--- config.mk ---
export PLATFORM = sky130hd
export DESIGN_NAME = delayslot_tracker
export DESIGN_NICKNAME = d
export VERILOG_FILES = /design/src/rtl/ds_pkg.sv /design/src/rtl/ds_stage_reg.sv /design/src/rtl/delayslot_tracker.sv
export SDC_FILE = /design/constraint.sdc
export NUM_CORES = 1
export LEC_CHECK = 0
export ABC_AREA = 1
export CORE_ASPECT_RATIO = 2
export CORE_MARGIN = 2
export CORE_UTILIZATION = 39
export DETAILED_ROUTE_END_ITERATION = 16
export DONT_BUFFER_PORTS = 1
export PLACE_DENSITY_LB_ADDON = 0.3
export SYNTH_ARGS = -nofsm -noshare
export SYNTH_HDL_FRONTEND = slang
export SYNTH_HIERARCHICAL = 1
export SYNTH_SLANG_ARGS = --single-unit
--- constraint.sdc ---
create_clock -name clk -period 2.7 [get_ports clk]
set_input_delay 0.81 -clock clk [delete_from_list [all_inputs] [get_ports clk]]
set_output_delay 0.81 -clock clk [all_outputs]
set_load 0.02 [all_outputs]
--- src/rtl/ds_pkg.sv ---
// Shared types and defaults for the delay-slot tracker pipeline.
// Entry fields are sized to DS_PC_W_MAX so any ADDR_W up to that width fits.
package ds_pkg;

  localparam int DS_ADDR_W   = 32;
  localparam int DS_STAGES   = 3;
  localparam int DS_PC_W_MAX = 64;

  typedef struct packed {
    logic                   valid;
    logic                   bd;
    logic [DS_PC_W_MAX-1:0] pc;
    logic [DS_PC_W_MAX-1:0] br_addr;
  } ds_entry_t;

  function automatic ds_entry_t ds_bubble();
    ds_entry_t e;
    e = '0;
    return e;
  endfunction

endpackage

--- src/rtl/ds_stage_reg.sv ---
// One tracking stage: holds on stall, clears on kill, and takes a bubble
// when its upstream source is stalled or being killed.
module ds_stage_reg
  import ds_pkg::*;
(
  input  logic      clk,
  input  logic      reset,
  input  logic      kill,
  input  logic      hold,
  input  logic      bubble,
  input  ds_entry_t d,
  output ds_entry_t q
);

  // Stage register; kill outranks hold, hold outranks bubble/load.
  always_ff @(posedge clk) begin
    if (reset) begin
      q <= ds_bubble();
    end else if (kill) begin
      q <= ds_bubble();
    end else if (hold) begin
      q <= q;
    end else if (bubble) begin
      q <= ds_bubble();
    end else begin
      q <= d;
    end
  end

endmodule

--- src/rtl/delayslot_tracker.sv ---
// Tracks branch delay-slot ownership from issue to commit across STAGES stages.
// Optional branch-likely annul support is enabled by defining DS_LIKELY_EN.
module delayslot_tracker
  import ds_pkg::*;
#(
  parameter int ADDR_W = DS_ADDR_W,
  parameter int STAGES = DS_STAGES
) (
  input  logic              clk,
  input  logic              reset,
  input  logic              issue_valid,
  input  logic [ADDR_W-1:0] issue_pc,
  input  logic              issue_is_br,
  input  logic [STAGES-1:0] stall,
  input  logic [STAGES-1:0] flush,
  input  logic              annul_ds,
  output logic              armed,
  output logic              cm_valid,
  output logic              cm_bd,
  output logic [ADDR_W-1:0] cm_br_addr,
  output logic [ADDR_W-1:0] cm_epc
);

  logic [STAGES-1:0] hold;
  logic [STAGES-1:0] kill;
  logic [ADDR_W-1:0] armed_addr;
  logic              armed_n;
  logic [ADDR_W-1:0] armed_addr_n;
  logic              squash;
  ds_entry_t         stg       [STAGES];
  ds_entry_t         stage_d   [STAGES];
  logic [STAGES-1:0] stage_bub;
  ds_entry_t         last;
  logic              commit;
  logic              unused_hi;

  // A stall or flush on an older stage also affects every younger stage.
  always_comb begin
    hold = '0;
    kill = '0;
    hold[STAGES-1] = stall[STAGES-1];
    kill[STAGES-1] = flush[STAGES-1];
    for (int k = STAGES - 2; k >= 0; k--) begin
      hold[k] = stall[k] | hold[k+1];
      kill[k] = flush[k] | kill[k+1];
    end
  end

`ifdef DS_LIKELY_EN
  logic annul_pend;

  // An annul seen with no issue this cycle is remembered for the next issue.
  assign squash = annul_pend | (annul_ds & armed);

  // Pending-annul flag: cleared by flush or by consuming an issue.
  always_ff @(posedge clk) begin
    if (reset) begin
      annul_pend <= 1'b0;
    end else if (kill[0]) begin
      annul_pend <= 1'b0;
    end else if (!hold[0] && issue_valid) begin
      annul_pend <= 1'b0;
    end else if (annul_ds && armed) begin
      annul_pend <= 1'b1;
    end else begin
      annul_pend <= annul_pend;
    end
  end
`else
  logic unused_annul;

  assign squash       = 1'b0;
  assign unused_annul = annul_ds;
`endif

  // Next armed state; a branch in a delay slot re-arms with its own PC.
  always_comb begin
    armed_n      = armed;
    armed_addr_n = armed_addr;
    if (kill[0]) begin
      armed_n = 1'b0;
    end else if (!hold[0]) begin
      if (issue_valid) begin
        if (squash) begin
          armed_n = 1'b0;
        end else if (issue_is_br) begin
          armed_n      = 1'b1;
          armed_addr_n = issue_pc;
        end else begin
          armed_n = 1'b0;
        end
      end else if (squash) begin
        armed_n = 1'b0;
      end else begin
        armed_n = armed;
      end
    end else begin
      armed_n = armed;
    end
  end

  // Armed register.
  always_ff @(posedge clk) begin
    if (reset) begin
      armed      <= 1'b0;
      armed_addr <= '0;
    end else begin
      armed      <= armed_n;
      armed_addr <= armed_addr_n;
    end
  end

  // Stage inputs: stage 0 is fed by issue, every other stage by its predecessor.
  always_comb begin
    stage_d[0]          = ds_bubble();
    stage_d[0].valid    = 1'b1;
    stage_d[0].bd       = armed;
    stage_d[0].pc[ADDR_W-1:0] = issue_pc;
    if (armed) begin
      stage_d[0].br_addr[ADDR_W-1:0] = armed_addr;
    end else begin
      stage_d[0].br_addr = '0;
    end
    stage_bub    = '0;
    stage_bub[0] = ~issue_valid | squash;
    for (int k = 1; k < STAGES; k++) begin
      stage_d[k]   = stg[k-1];
      stage_bub[k] = hold[k-1] | kill[k-1];
    end
  end

  for (genvar k = 0; k < STAGES; k++) begin : g_stage
    ds_stage_reg u_stage (
      .clk    (clk),
      .reset  (reset),
      .kill   (kill[k]),
      .hold   (hold[k]),
      .bubble (stage_bub[k]),
      .d      (stage_d[k]),
      .q      (stg[k])
    );
  end

  // A held or killed last-stage entry does not commit, so nothing commits twice.
  assign last      = stg[STAGES-1];
  assign commit    = last.valid & ~hold[STAGES-1] & ~kill[STAGES-1];
  assign unused_hi = ^{last.pc, last.br_addr};

  // Commit outputs, forced to zero when no instruction commits.
  always_ff @(posedge clk) begin
    if (reset) begin
      cm_valid   <= 1'b0;
      cm_bd      <= 1'b0;
      cm_br_addr <= '0;
      cm_epc     <= '0;
    end else begin
      cm_valid   <= commit;
      cm_bd      <= commit & last.bd;
      cm_br_addr <= (commit && last.bd) ? last.br_addr[ADDR_W-1:0] : '0;
      if (!commit) begin
        cm_epc <= '0;
      end else if (last.bd) begin
        cm_epc <= last.br_addr[ADDR_W-1:0];
      end else begin
        cm_epc <= last.pc[ADDR_W-1:0];
      end
    end
  end

endmodule

**Yosys cells after proc, flatten, opt, wreduce, memory -nomap -nowiden**

Cells that the tools add are included.

- Flip-flop bits (word level): 425
- Bits of input ports: 43
- Output and inout bits: 67
- Word-level logic and storage cells: 47

- Muxes and demuxes: 6
- Bitwise logic cells: 15
- Reductions and logical operators: 8

Operator list:

| cell | number |
|---|---|
| two-way mux 130 bit | 3 |
| two-way mux 32 bit | 2 |
| OR reduction 2 bit | 5 |
| inverter 1 bit | 6 |
| bitwise OR 1 bit | 6 |
| AND reduction 4 bit | 1 |
| bitwise AND 1 bit | 3 |
| AND reduction 2 bit | 1 |
| logical AND 1 bit | 1 |
| two-way mux 1 bit | 1 |

**Logic depth before layout (Yosys ltp)**

- Depth in word-level cells: 6
- Depth in mapped cells: 8
- Gate-level depth less buffers: 6

**Hierarchy**

The synthesis kept the hierarchy.

Modules (own cells, without submodules):

| module | instances | cells an instance | area each (µm²) | sequential area each (µm²) |
|---|---|---|---|---|
| ds_stage_reg | 3 | 566 | 4933.5 | 2602.5 |
| delayslot_tracker | 1 | 501 | 3653.5 | 1981.9 |

**Worst setup path after synthesis**

Ideal clock, no wire load.

- Path type: in2reg
- Start point: input flush[2]
- End point: register g_stage[0].u_stage/q[100] (netlist name)
- Setup time: 66 ps
- Arrival time: 1718 ps
- Required time: 2634 ps
- Slack: 916 ps
- Cell stages on the path: 7
- Buffers on the path: 3
- Cell sequence: nor2_4 > nand2_1 > or2_1 > clkbuf_1 > buf_6 > buf_6 > a21oi_2

- Word-level cells in the longest chain between the ends: 3

Ends and longest elaborated chain:

| item | RTL line | source |
|---|---|---|
| start: declaration | delayslot_tracker.sv:15 | `input logic [STAGES-1:0] flush,` |
| bitwise OR 1 bit (2 in series) | delayslot_tracker.sv:45 | `kill[k] = flush[k] \| kill[k+1];` |
| named net kill[0] | delayslot_tracker.sv:25 | `logic [STAGES-1:0] kill;` |
| OR reduction 2 bit (no line) | n/a |  |
| end signal: assignment | ds_stage_reg.sv:20 | `q <= ds_bubble();` |
| end signal: assignment | ds_stage_reg.sv:22 | `q <= q;` |
| end signal: assignment | ds_stage_reg.sv:24 | `q <= ds_bubble();` |
| end: declaration | ds_stage_reg.sv:12 | `output ds_entry_t q` |

The timed path passes the listed nets, and every way through them passes these cells.
A chain may end at the register's enable or synchronous reset.

**Worst setup path after layout**

- Start point: register armed
- End point: output armed

RTL lines:

| item | RTL line | source |
|---|---|---|
| start: declaration | delayslot_tracker.sv:17 | `output logic armed,` |
| start signal: assignment | delayslot_tracker.sv:108 | `armed <= armed_n;` |

No word-level cell between the ends.

==> metrics <==
area occupied by multi-input gates=0.00411 mm^2; Routed wire per std cell=~13 um; Initial DRC Count=525; num rows=88; Post-CTS Hold Fix Bufs=0; most frequent cells in the layout=nand2_1, dfxtp_1, a21oi_2, inv_1, nor2_1; DRT Pass-1 Iters=5; grt ovf=0; vias in the first global route=7334; Synth Cell Area=around 0.011 mm^2; setup repair bufs after CTS=0; Clock transition at path regs=0.07 ns; Slew headroom=33.4%; clock sink total=297; DIE HEIGHT=244 um; final setup vio count=0; Sum Neg Setup Slack=0 ns; layout cells sized above 1=14.2%; cell count after synthesis=roughly 1400; P&R area growth vs syn=5.58%; Crit path required time=1.89 ns; PortBufs=0; Clock Latency Late Sink=approximately 0.53 ns; initial core utilization=39.3%; syn nets=1437; most common library cell in the layout ignoring fill and taps=nand2_1; Crit. End Element=primary output; vias per inst=4.52; Post-DP HPWL=14000 um; DR vias=7642; first-pass GRT wire length=about 36000 um; Die X=~120 um; Crit Path Max Fanout=2; routability cong.=0.733; final hold vios=0; die area=0.0303 mm^2; layout net count=1358; initial antenna violation count=0; storage element area=0.00595 mm^2; Place WS=~0.55 ns; worst ir drop on vdd=0.396 mV; PostCTS Resize Cnt=0; clock tree buffer depth=3; root buf cell=clkbuf_16; ANT nets after route=0; critical path class=reg -> out; Pwr Density=between 600 and 700 mW/mm^2; CTS tree=built; RSZ-0062 raised after global routing=false; max-cap violations=0; final WL=21200 um; setup ws final=0.906 ns; # IOs=110; max-slew violation count=0; fill count=2967; outcome=finished clean; Worst setup SP type=flip-flop; Residual DRC=0; pin count of the biggest net entering global routing=70; Tightest Pin Transition=0.999 ns; syn avg cell area=8.07 um^2; H-Tree Depth=1; Diodes inserted=0; All-Layer GR Usage=14.3%; CORE AREA=around 0.029 mm^2; CTS Buf Count=25; Fmax=557 MHz; Hold Path Class=in -> reg; Leak=around 3.9 nW; clk_skew=0.00823 ns; Syn. warnings=6; crit path DAT=0.98 ns; Tcrit/Tclk final=66.5%; post-route minimum period=1.79 ns
sequential cells by signal (all words and copies together), names as in the netlist:
register	cells
cm_bd	1
g_stage.u_stage/q	198
armed	1
cm_valid	1
cm_br_addr	32
cm_epc	32
armed_addr	32
layer usage:
layer  up-vias  GRT usage [%]  part of all wire [%]
li1       4085              -                     -
met1      3341           20.5                    49
met2       185           20.6                    40
met3        31           4.27                   8.8
met4         0           4.06                   2.1
met5         -              0                     0
worst register-to-register path, delay by kind of cell, from the launching register on:
kind            cells  cell delay, ns
flops               1            0.31
simple gates        2            0.51
compound gates      1            0.11
buf+inv             2            0.37
layout make-up:
type | instances | share of cell area, %
flip-flops and latches | 297 | 50.1
multi-input cells | 873 | 34.6
clock buffers | 33 | 5.86
well taps | 360 | 3.79
inverters | 105 | 3.32
repair buffers | 13 | 1.35
clock inverters | 10 | 0.938
stage by stage:
stage	util, %	cell area (um^2)	hold WS (ns)	total power [mW]	cells
floorplan	-	11200	0.425	4.66	1394
global placement	38.6	11100	0.444	4.64	1648
detailed placement	38.6	11100	0.441	4.64	1648
CTS	41.5	11900	0.397	8.21	1691
global route	41.5	11900	0.409	8.38	1691
finish	41.5	11900	0.420	8.11	1691
worst paths after layout:
check	from	end	slack, ns	cells past startpoint
worst max-delay path	armed	armed	0.91	0
worst min-delay path	stall[2]	g_stage[2].u_stage/q[15]	0.42	2
worst max register to register	g_stage[2].u_stage/q[129]	cm_epc[26]	1.28	5
worst min register to register	g_stage[2].u_stage/q[30]	cm_br_addr[30]	0.45	2
power by group:
part | internal, mW | switching [mW] | leakage [nW] | total, mW
clock | 2.01 | 1.56 | 0.402 | 3.57
combinational | 0.0334 | 0.123 | 1.13 | 0.157
sequential | 4.38 | 0.00164 | 2.39 | 4.38
(Power assumes the default switching activity.)
